<file path="src/rtl/popcount_accumulator_if.sv">
// Nibble-stream input and frame-result output of the popcount accumulator.
// The master drives nibbles in and takes results out; the slave is the accumulator.
interface popcount_accumulator_if #(
  parameter int unsigned FRAME_LEN = 8
);
  localparam int unsigned NIB_W   = $clog2(FRAME_LEN + 1);
  localparam int unsigned TOTAL_W = $clog2(4 * FRAME_LEN + 1);

  logic               in_valid;
  logic [3:0]         in_data;
  logic               in_last;
  logic               in_ready;
  logic               out_valid;
  logic [TOTAL_W-1:0] out_total;
  logic [NIB_W-1:0]   out_nibbles;
  logic               out_ready;

  modport master (
    output in_valid,
    output in_data,
    output in_last,
    output out_ready,
    input  in_ready,
    input  out_valid,
    input  out_total,
    input  out_nibbles
  );

  modport slave (
    input  in_valid,
    input  in_data,
    input  in_last,
    input  out_ready,
    output in_ready,
    output out_valid,
    output out_total,
    output out_nibbles
  );
endinterface

</file>
<file path="src/rtl/popcount_accumulator.sv">
// Counts set bits across a frame of nibbles, then holds the frame total and
// nibble count until the downstream side takes them.
module popcount_accumulator #(
  parameter int unsigned FRAME_LEN = 8
) (
  input logic                   clk,
  input logic                   rst_n,
  popcount_accumulator_if.slave bus
);
  localparam int unsigned NIB_W   = $clog2(FRAME_LEN + 1);
  localparam int unsigned TOTAL_W = $clog2(4 * FRAME_LEN + 1);

  typedef enum logic [0:0] {StAccum, StHold} state_e;

  state_e             state_q, state_d;
  logic [TOTAL_W-1:0] total_q, total_d;
  logic [NIB_W-1:0]   count_q, count_d;
  logic [2:0]         nib_pop;
  logic               accept;

  assign nib_pop = {2'b00, bus.in_data[0]} + {2'b00, bus.in_data[1]}
                 + {2'b00, bus.in_data[2]} + {2'b00, bus.in_data[3]};

  assign accept = (state_q == StAccum) && bus.in_valid;

  always_comb begin
    state_d = state_q;
    total_d = total_q;
    count_d = count_q;
    unique case (state_q)
      StAccum: begin
        if (accept) begin
          total_d = total_q + TOTAL_W'(nib_pop);
          count_d = count_q + NIB_W'(1);
          // A full frame and in_last on the same nibble still close only one frame.
          if (bus.in_last || (count_d == NIB_W'(FRAME_LEN))) begin
            state_d = StHold;
          end
        end
      end
      StHold: begin
        if (bus.out_ready) begin
          state_d = StAccum;
          total_d = '0;
          count_d = '0;
        end
      end
      default: begin
        state_d = StAccum;
        total_d = '0;
        count_d = '0;
      end
    endcase
  end

  always_ff @(posedge clk) begin
    if (!rst_n) begin
      state_q <= StAccum;
      total_q <= '0;
      count_q <= '0;
    end else begin
      state_q <= state_d;
      total_q <= total_d;
      count_q <= count_d;
    end
  end

  assign bus.in_ready    = (state_q == StAccum);
  assign bus.out_valid   = (state_q == StHold);
  assign bus.out_total   = total_q;
  assign bus.out_nibbles = count_q;
endmodule

</file>
<file path="src/flat_wrapper.sv">
// flat-port wrapper written by rule: the top's interface ports become plain ports
module popcount_accumulator_flat 
#(
  parameter int unsigned FRAME_LEN = 8
)
  (clk, rst_n, bus_in_valid, bus_in_data, bus_in_last, bus_out_ready, bus_in_ready, bus_out_valid, bus_out_total, bus_out_nibbles);
  popcount_accumulator_if #(.FRAME_LEN(FRAME_LEN)) bus_i ();
  input logic clk;
  input logic rst_n;
  input wire logic [$bits(bus_i.in_valid)-1:0] bus_in_valid;
  input wire logic [$bits(bus_i.in_data)-1:0] bus_in_data;
  input wire logic [$bits(bus_i.in_last)-1:0] bus_in_last;
  input wire logic [$bits(bus_i.out_ready)-1:0] bus_out_ready;
  output wire logic [$bits(bus_i.in_ready)-1:0] bus_in_ready;
  output wire logic [$bits(bus_i.out_valid)-1:0] bus_out_valid;
  output wire logic [$bits(bus_i.out_total)-1:0] bus_out_total;
  output wire logic [$bits(bus_i.out_nibbles)-1:0] bus_out_nibbles;
  assign bus_i.in_valid = bus_in_valid;
  assign bus_i.in_data = bus_in_data;
  assign bus_i.in_last = bus_in_last;
  assign bus_i.out_ready = bus_out_ready;
  assign bus_in_ready = bus_i.in_ready;
  assign bus_out_valid = bus_i.out_valid;
  assign bus_out_total = bus_i.out_total;
  assign bus_out_nibbles = bus_i.out_nibbles;
  popcount_accumulator #(.FRAME_LEN(FRAME_LEN)) u_core (.clk(clk), .rst_n(rst_n), .bus(bus_i));
endmodule
</file>
<file path="config.mk">
export PLATFORM = sky130hd
export DESIGN_NAME = popcount_accumulator_flat
export DESIGN_NICKNAME = d
export VERILOG_FILES = /design/src/rtl/popcount_accumulator_if.sv /design/src/rtl/popcount_accumulator.sv /design/src/flat_wrapper.sv
export SDC_FILE = /design/constraint.sdc
export NUM_CORES = 1
export LEC_CHECK = 0
export CAP_MARGIN = 20
export CORE_MARGIN = 10
export CORE_UTILIZATION = 45
export CTS_BUF_LIST = sky130_fd_sc_hd__clkbuf_2 sky130_fd_sc_hd__clkbuf_4 sky130_fd_sc_hd__clkbuf_8
export DETAILED_ROUTE_END_ITERATION = 8
export HOLD_SLACK_MARGIN = 0.06
export PLACE_DENSITY = 0.78
export SETUP_SLACK_MARGIN = 0.1
export SYNTH_ARGS = -nofsm -noshare
export SYNTH_HDL_FRONTEND = slang
export SYNTH_SLANG_ARGS = --single-unit
</file>
<file path="constraint.sdc">
create_clock -name clk -period 6.9 [get_ports clk]
set_clock_uncertainty 0.15 [all_clocks]
set_input_delay 0.69 -clock clk [delete_from_list [all_inputs] [get_ports clk]]
set_output_delay 0.69 -clock clk [all_outputs]
set_load 0.02 [all_outputs]
</file>
; ---- Yosys cells after proc, flatten, opt, wreduce, memory -nomap -nowiden
; Cells that the tools add are included.
[totals]
regBits = 11
output_inout_bits = 12
word_cells = 25
input_bits = 9
[op_classes]
bitwise_logic = 1
muxes = 10
n_eq_ne = 3
n_reduce_logical = 3
n_addsub = 5
[op_table]
columns = operator, n
row1 = two-way mux 6 bit, 2
row2 = case mux 6 bit (2 select lines), 1
row3 = two-way mux 4 bit, 2
row4 = case mux 4 bit (2 select lines), 1
row5 = adder 3 x 1 -> 3 bit, 2
row6 = adder 6 x 3 -> 6 bit, 1
row7 = adder 4 x 1 -> 4 bit (second input constant), 1
row8 = equality test 4 bit (second input constant), 1
row9 = two-way mux 1 bit, 3
row10 = adder 1 x 1 -> 2 bit, 1
row11 = inequality test 2 x 1 -> 1 bit (second input constant), 1
row12 = inequality test 2 bit (second input constant), 1
row13 = case mux 1 bit (2 select lines), 1
row14 = AND reduction 2 bit, 1
row15 = logical AND 1 bit, 1
row16 = logical OR 1 bit, 1
row17 = NOT 1 bit, 1

; ---- Longest topological paths before layout
[logic_depth]
depth_word = 6
ltp_mapped = 11
ltp_nobuf = 11

; ---- Least setup slack after synthesis
; OpenSTA, ideal clock, no wires.
[synth_path]
path_kind = input port to flip-flop
startpoint = input port bus_in_data[0]
endpoint = register u_core.total_q[3] (netlist: u_core.bus.out_total[3])
path_slack_ns = 3.938
n_path_buf = 0
arrival_ns = 2.738
required_ns = 6.676
setup_time_ns = 0.074
path_stages = 10
path_cell_list = ha_1 inv_1 fa_1 inv_1 ha_1 ha_1 a21o_1 a21oi_1 or4b_2 o21ai_0
[synth_between]
elab_chain_len = 6
[synth_rtl]
columns = item, line_no
row1 = "start, declared", flat_wrapper.sv:11  ; input wire logic [$bits(bus_i.in_data)-1:0] bus_in_data;
row2 = adder 1 x 1 -> 2 bit, popcount_accumulator.sv:21  ; assign nib_pop = {2'b00, bus.in_data[0]} + {2'b00, bus.in_data[1]}
row3 = adder 3 x 1 -> 3 bit (2 in a row), popcount_accumulator.sv:22  ; + {2'b00, bus.in_data[2]} + {2'b00, bus.in_data[3]};
row4 = adder 6 x 3 -> 6 bit, popcount_accumulator.sv:33  ; total_d = total_q + TOTAL_W'(nib_pop);
row5 = two-way mux 6 bit, popcount_accumulator.sv:32  ; if (accept) begin
row6 = case mux 6 bit (2 select lines), popcount_accumulator.sv:30  ; unique case (state_q)
row7 = "end signal, assigned", popcount_accumulator.sv:63  ; total_q <= total_d;
row8 = "end, declared", popcount_accumulator.sv:16  ; logic [TOTAL_W-1:0] total_q, total_d;
; No other way between the ends. The select of a mux whose other input is x is not followed.
; A chain may end at the register's enable or synchronous reset.

; ---- Final worst setup path
; Ends and elaborated chain as after synthesis.

==> impl_metrics.csv <==
group,metric,value,unit
status,outcome,"finished, final reports clean",
layout,antennaDiodeCount,0,
worst_setup_path,start_kind,"primary input",
clock_tree,cts.reportedPaths.clkPinSlew,70,ps
clock_tree,number_of_sinks_driven_by_the_clock_tree,11,
grt,grt_first_pass_wirelength,2430,um
timing,setup-violations-final,0,
placed_design,pre_cts_slack,3360,ps
timing,finalSetupTns,0,ps
yosys,synth_top_cells_by_count,"sky130_fd_sc_hd__dfxtp_1 (11), sky130_fd_sc_hd__inv_1 (11), sky130_fd_sc_hd__nor2b_1 (7), sky130_fd_sc_hd__ha_1 (6), sky130_fd_sc_hd__o21ai_0 (6)",
layout,finish.net_count,117,
worst_setup_path,critical_r2r_capture,"u_core.bus.out_total[4]",
yosys,synth_sequential_area_ratio,32.1,%
floorplanning,dieHeight,59.1,um
yosys,synth_top_area_share,32.1,%
timing,transition_time_at_the_pin_with_the_least_slew_margin,496,ps
timing,report.final.hold_viol_count,0,
worst_setup_path,path_max_fanout,4,
power_and_ir_drop,internal_power,116,uW
routing,vias,607,
grt,grt_antenna_before_repair,0,
routing,drc_errors,0,
layout,layout.core_utilization,62.9,%
floorplanning,fp.dieW,59.1,um
clock_tree,clkLatencyLatePin,270,ps
power_and_ir_drop,comb_power_share,26.7,%
timing,hold-worst-slack,348,ps
floorplanning,start_util,46.7,%
clock_tree,cts_hold_buf,0,
power_and_ir_drop,ir_worst_vdd,0.000129,V
yosys,synthArstFlopShare,0,%
yosys,synth.yosys.warnings,0,
yosys,post-synth-top-area-cell,"sky130_fd_sc_hd__dfxtp_1",
yosys,synthCells,76,
worst_setup_path,critPathRequiredTime,6950,ps
power_and_ir_drop,cellPowerDensity,178,mW/mm2
routing,viasPerCell,5.28,
worst_setup_path,ff2ff_path_depth,7,
floorplanning,fp.dieArea,0.00349,mm2
placed_design,dp_hpwl,1220,um
clock_tree,cts_buf_count,3,
timing,timing.final.crit_period,3220,ps
yosys,synth-edff-count,0,
placed_design,io_port_bufs,20,
worst_hold_path,holdPathStages,2,
worst_hold_path,min_path_type,"flop to flop",
clock_tree,htree_num_levels,1,
grt,globalRouteOverflowTotal,0,
yosys,synth-seq-cells,11,
worst_setup_path,critPathCaptureType,"flop",
power_and_ir_drop,seqPwrFrac,43.3,%
power_and_ir_drop,leakagePower,0.000368,uW
worst_hold_path,worst_hold_path.endpoint,"u_core.bus.out_total[5]",
timing,rsz0062_at_grt,"false",
grt,grt_max_degree,11,
floorplanning,i_o_pin_count,21,
yosys,mappedNetlistNets,93,
yosys,ys.flop_type,"sky130_fd_sc_hd__dfxtp_1",
clock_tree,cts_tree,"built",
clock_tree,cts-root-to-sink-buffers,2,
placed_design,place_area,896,um2
yosys,avgSynthCellArea,9.04,um2
grt,via_count_of_the_first_global_routing_pass,566,
yosys,synth_cell_types,27,
floorplanning,std_cell_rows,14,
routing,first_pass_iters,6,
clock_tree,post_cts_resize_count,0,
routing,detail-route-antenna-nets,0,
clock_tree,clk_root_buffer_cell,"sky130_fd_sc_hd__clkbuf_4",
floorplanning,core-area,0.00147,mm2
clock_tree,postCtsSetupBuffers,0,
grt,grtUsageTotal,8.92,%
power_and_ir_drop,power.share.clock,30.1,%
timing,final_max_tran_viols,0,
timing,layout_setup_ws,3680,ps
routing,wl,1570,um
worst_hold_path,hp-start,"u_core.bus.out_total[5]",
yosys,synth.area.top_cells,"sky130_fd_sc_hd__dfxtp_1 (32%), sky130_fd_sc_hd__ha_1 (11%), sky130_fd_sc_hd__nor2b_1 (6.4%)",
worst_setup_path,crit_type,"primary input to flop",
worst_setup_path,timing.rr.start,"u_core.bus.out_total[0]",
job,drv_cap,0,
power_and_ir_drop,switching_part_of_the_total,29.7,%
yosys,synth_area,687,um2
layout,design_area,926,um2
timing,fin_crit_sh,46.7,%
routing,detail_route.iter0.violations,7,
layout,layout_overhead_on_the_synthesized_area,34.8,%
timing,max_slew_margin,66.9,%
worst_setup_path,arrival,3280,ps
timing,fmax,0.310,GHz
power_and_ir_drop,switchingPower,49.0,uW
placed_design,weighted_congestion_reported_at_the_end_of_routability_driven_placement,0.794,
layout,drive_gt1_share,7.07,%
worst_setup_path,r2r_slack,4960,ps
routing,routedWlPerCell,13.6,um
-- power groups by stage --
stage	Combinational (uW)	Clock, uW	Sequential, uW
after global placement	42.8	0	72.5
final	44.0	49.6	71.3
after global routing	49.1	53.0	71.9
after detailed placement	44.6	0	72.7
after CTS	44.9	50.8	71.3
after floorplan	22.7	0	75.9
-- sequential cells by signal, indices dropped and copies added, names as in the netlist --
name                    count
u_core.bus.out_valid        1
u_core.bus.out_nibbles      4
u_core.bus.out_total        6
-- worst max path at each step --
stage / start / endpoint / slack, ps / cells past startpoint
final: bus_in_data[0] / u_core.bus.out_total[3] / 3680 / 11
after global routing: bus_in_data[0] / u_core.bus.out_total[4] / 3530 / 12
after CTS: bus_in_data[0] / u_core.bus.out_total[3] / 3650 / 11
after global placement: bus_in_data[0] / u_core.bus.out_total[3] / 3440 / 11
after floorplan: bus_in_data[0] / u_core.bus.out_total[3] / 3940 / 10
after detailed placement: bus_in_data[0] / u_core.bus.out_total[3] / 3360 / 11
-- cells in the final DEF, fill, tap and decap left out, drive strengths merged --
cell / Yosys / final
clkdlybuf4s50: 0 / 20
inv: 11 / 11
dfxtp: 11 / 11
nor2b: 7 / 7
o21ai: 6 / 6
ha: 6 / 6
a21oi: 4 / 4
clkbuf: 0 / 4
nand2: 3 / 3
and2: 3 / 3
a21boi: 3 / 3
nand2b: 3 / 3
a22oi: 2 / 2
o31ai: 2 / 2
xnor2: 2 / 2
fa: 2 / 2
mux2i: 1 / 1
a21o: 1 / 1
or4: 1 / 1
nor2: 1 / 1
nand3: 1 / 1
nand4: 1 / 1
a41oi: 1 / 1
a211oi: 1 / 1
or4b: 1 / 1
a32oi: 1 / 1
-- final cells by class --
type	instances	area [um2]
Tap cell	16	20.0
Clock buffer	4	30.0
Inverter	11	41.3
Fill cell	138	546
Multi-Input combinational cell	53	414
Timing Repair Buffer	20	200
Sequential cell	11	220
-- cells by family (layout without fill, tap and decap cells) --
| kind of cell | after synthesis | after routing | synth area share (%) |
|---|---|---|---|
| AOI/OAI and AO/OA | 21 | 21 | 19.7 |
| and+or+nand+nor | 21 | 21 | 19.3 |
| buffers and inverters | 12 | 35 | 7.65 |
| DFF | 11 | 11 | 32.1 |
| adders and majority gates | 8 | 8 | 16.8 |
| xor gates and xnor gates | 2 | 2 | 2.55 |
| muxes | 1 | 1 | 2.00 |
-- per-stage QoR --
stage	std cells	total power (uW)
CTS	115	167
global route	115	174
global placement	111	115
floorplan	76	98.5
finish	115	165
detailed placement	111	117
-- routing by layer --
metal,wire length (um),up-vias,global-route usage [%],part of all wire (%)
li1,-,309,-,-
met1,751,278,9.76,48
met2,668,18,13.7,43
met3,128,2,4.29,8.2
met4,17,0,5.25,1.1
met5,0,-,0,0
-- worst max-delay path: stages --
cell and delay (ps):
sky130_fd_sc_hd__clkdlybuf4s50_1 410, sky130_fd_sc_hd__ha_1 280, sky130_fd_sc_hd__inv_1 50, sky130_fd_sc_hd__fa_1 360
sky130_fd_sc_hd__inv_1 60, sky130_fd_sc_hd__ha_1 240, sky130_fd_sc_hd__ha_1 280, sky130_fd_sc_hd__a21o_1 100
sky130_fd_sc_hd__a21oi_1 90, sky130_fd_sc_hd__or4b_2 630, sky130_fd_sc_hd__o21ai_0 90
Power figures use the tool's default switching activity.
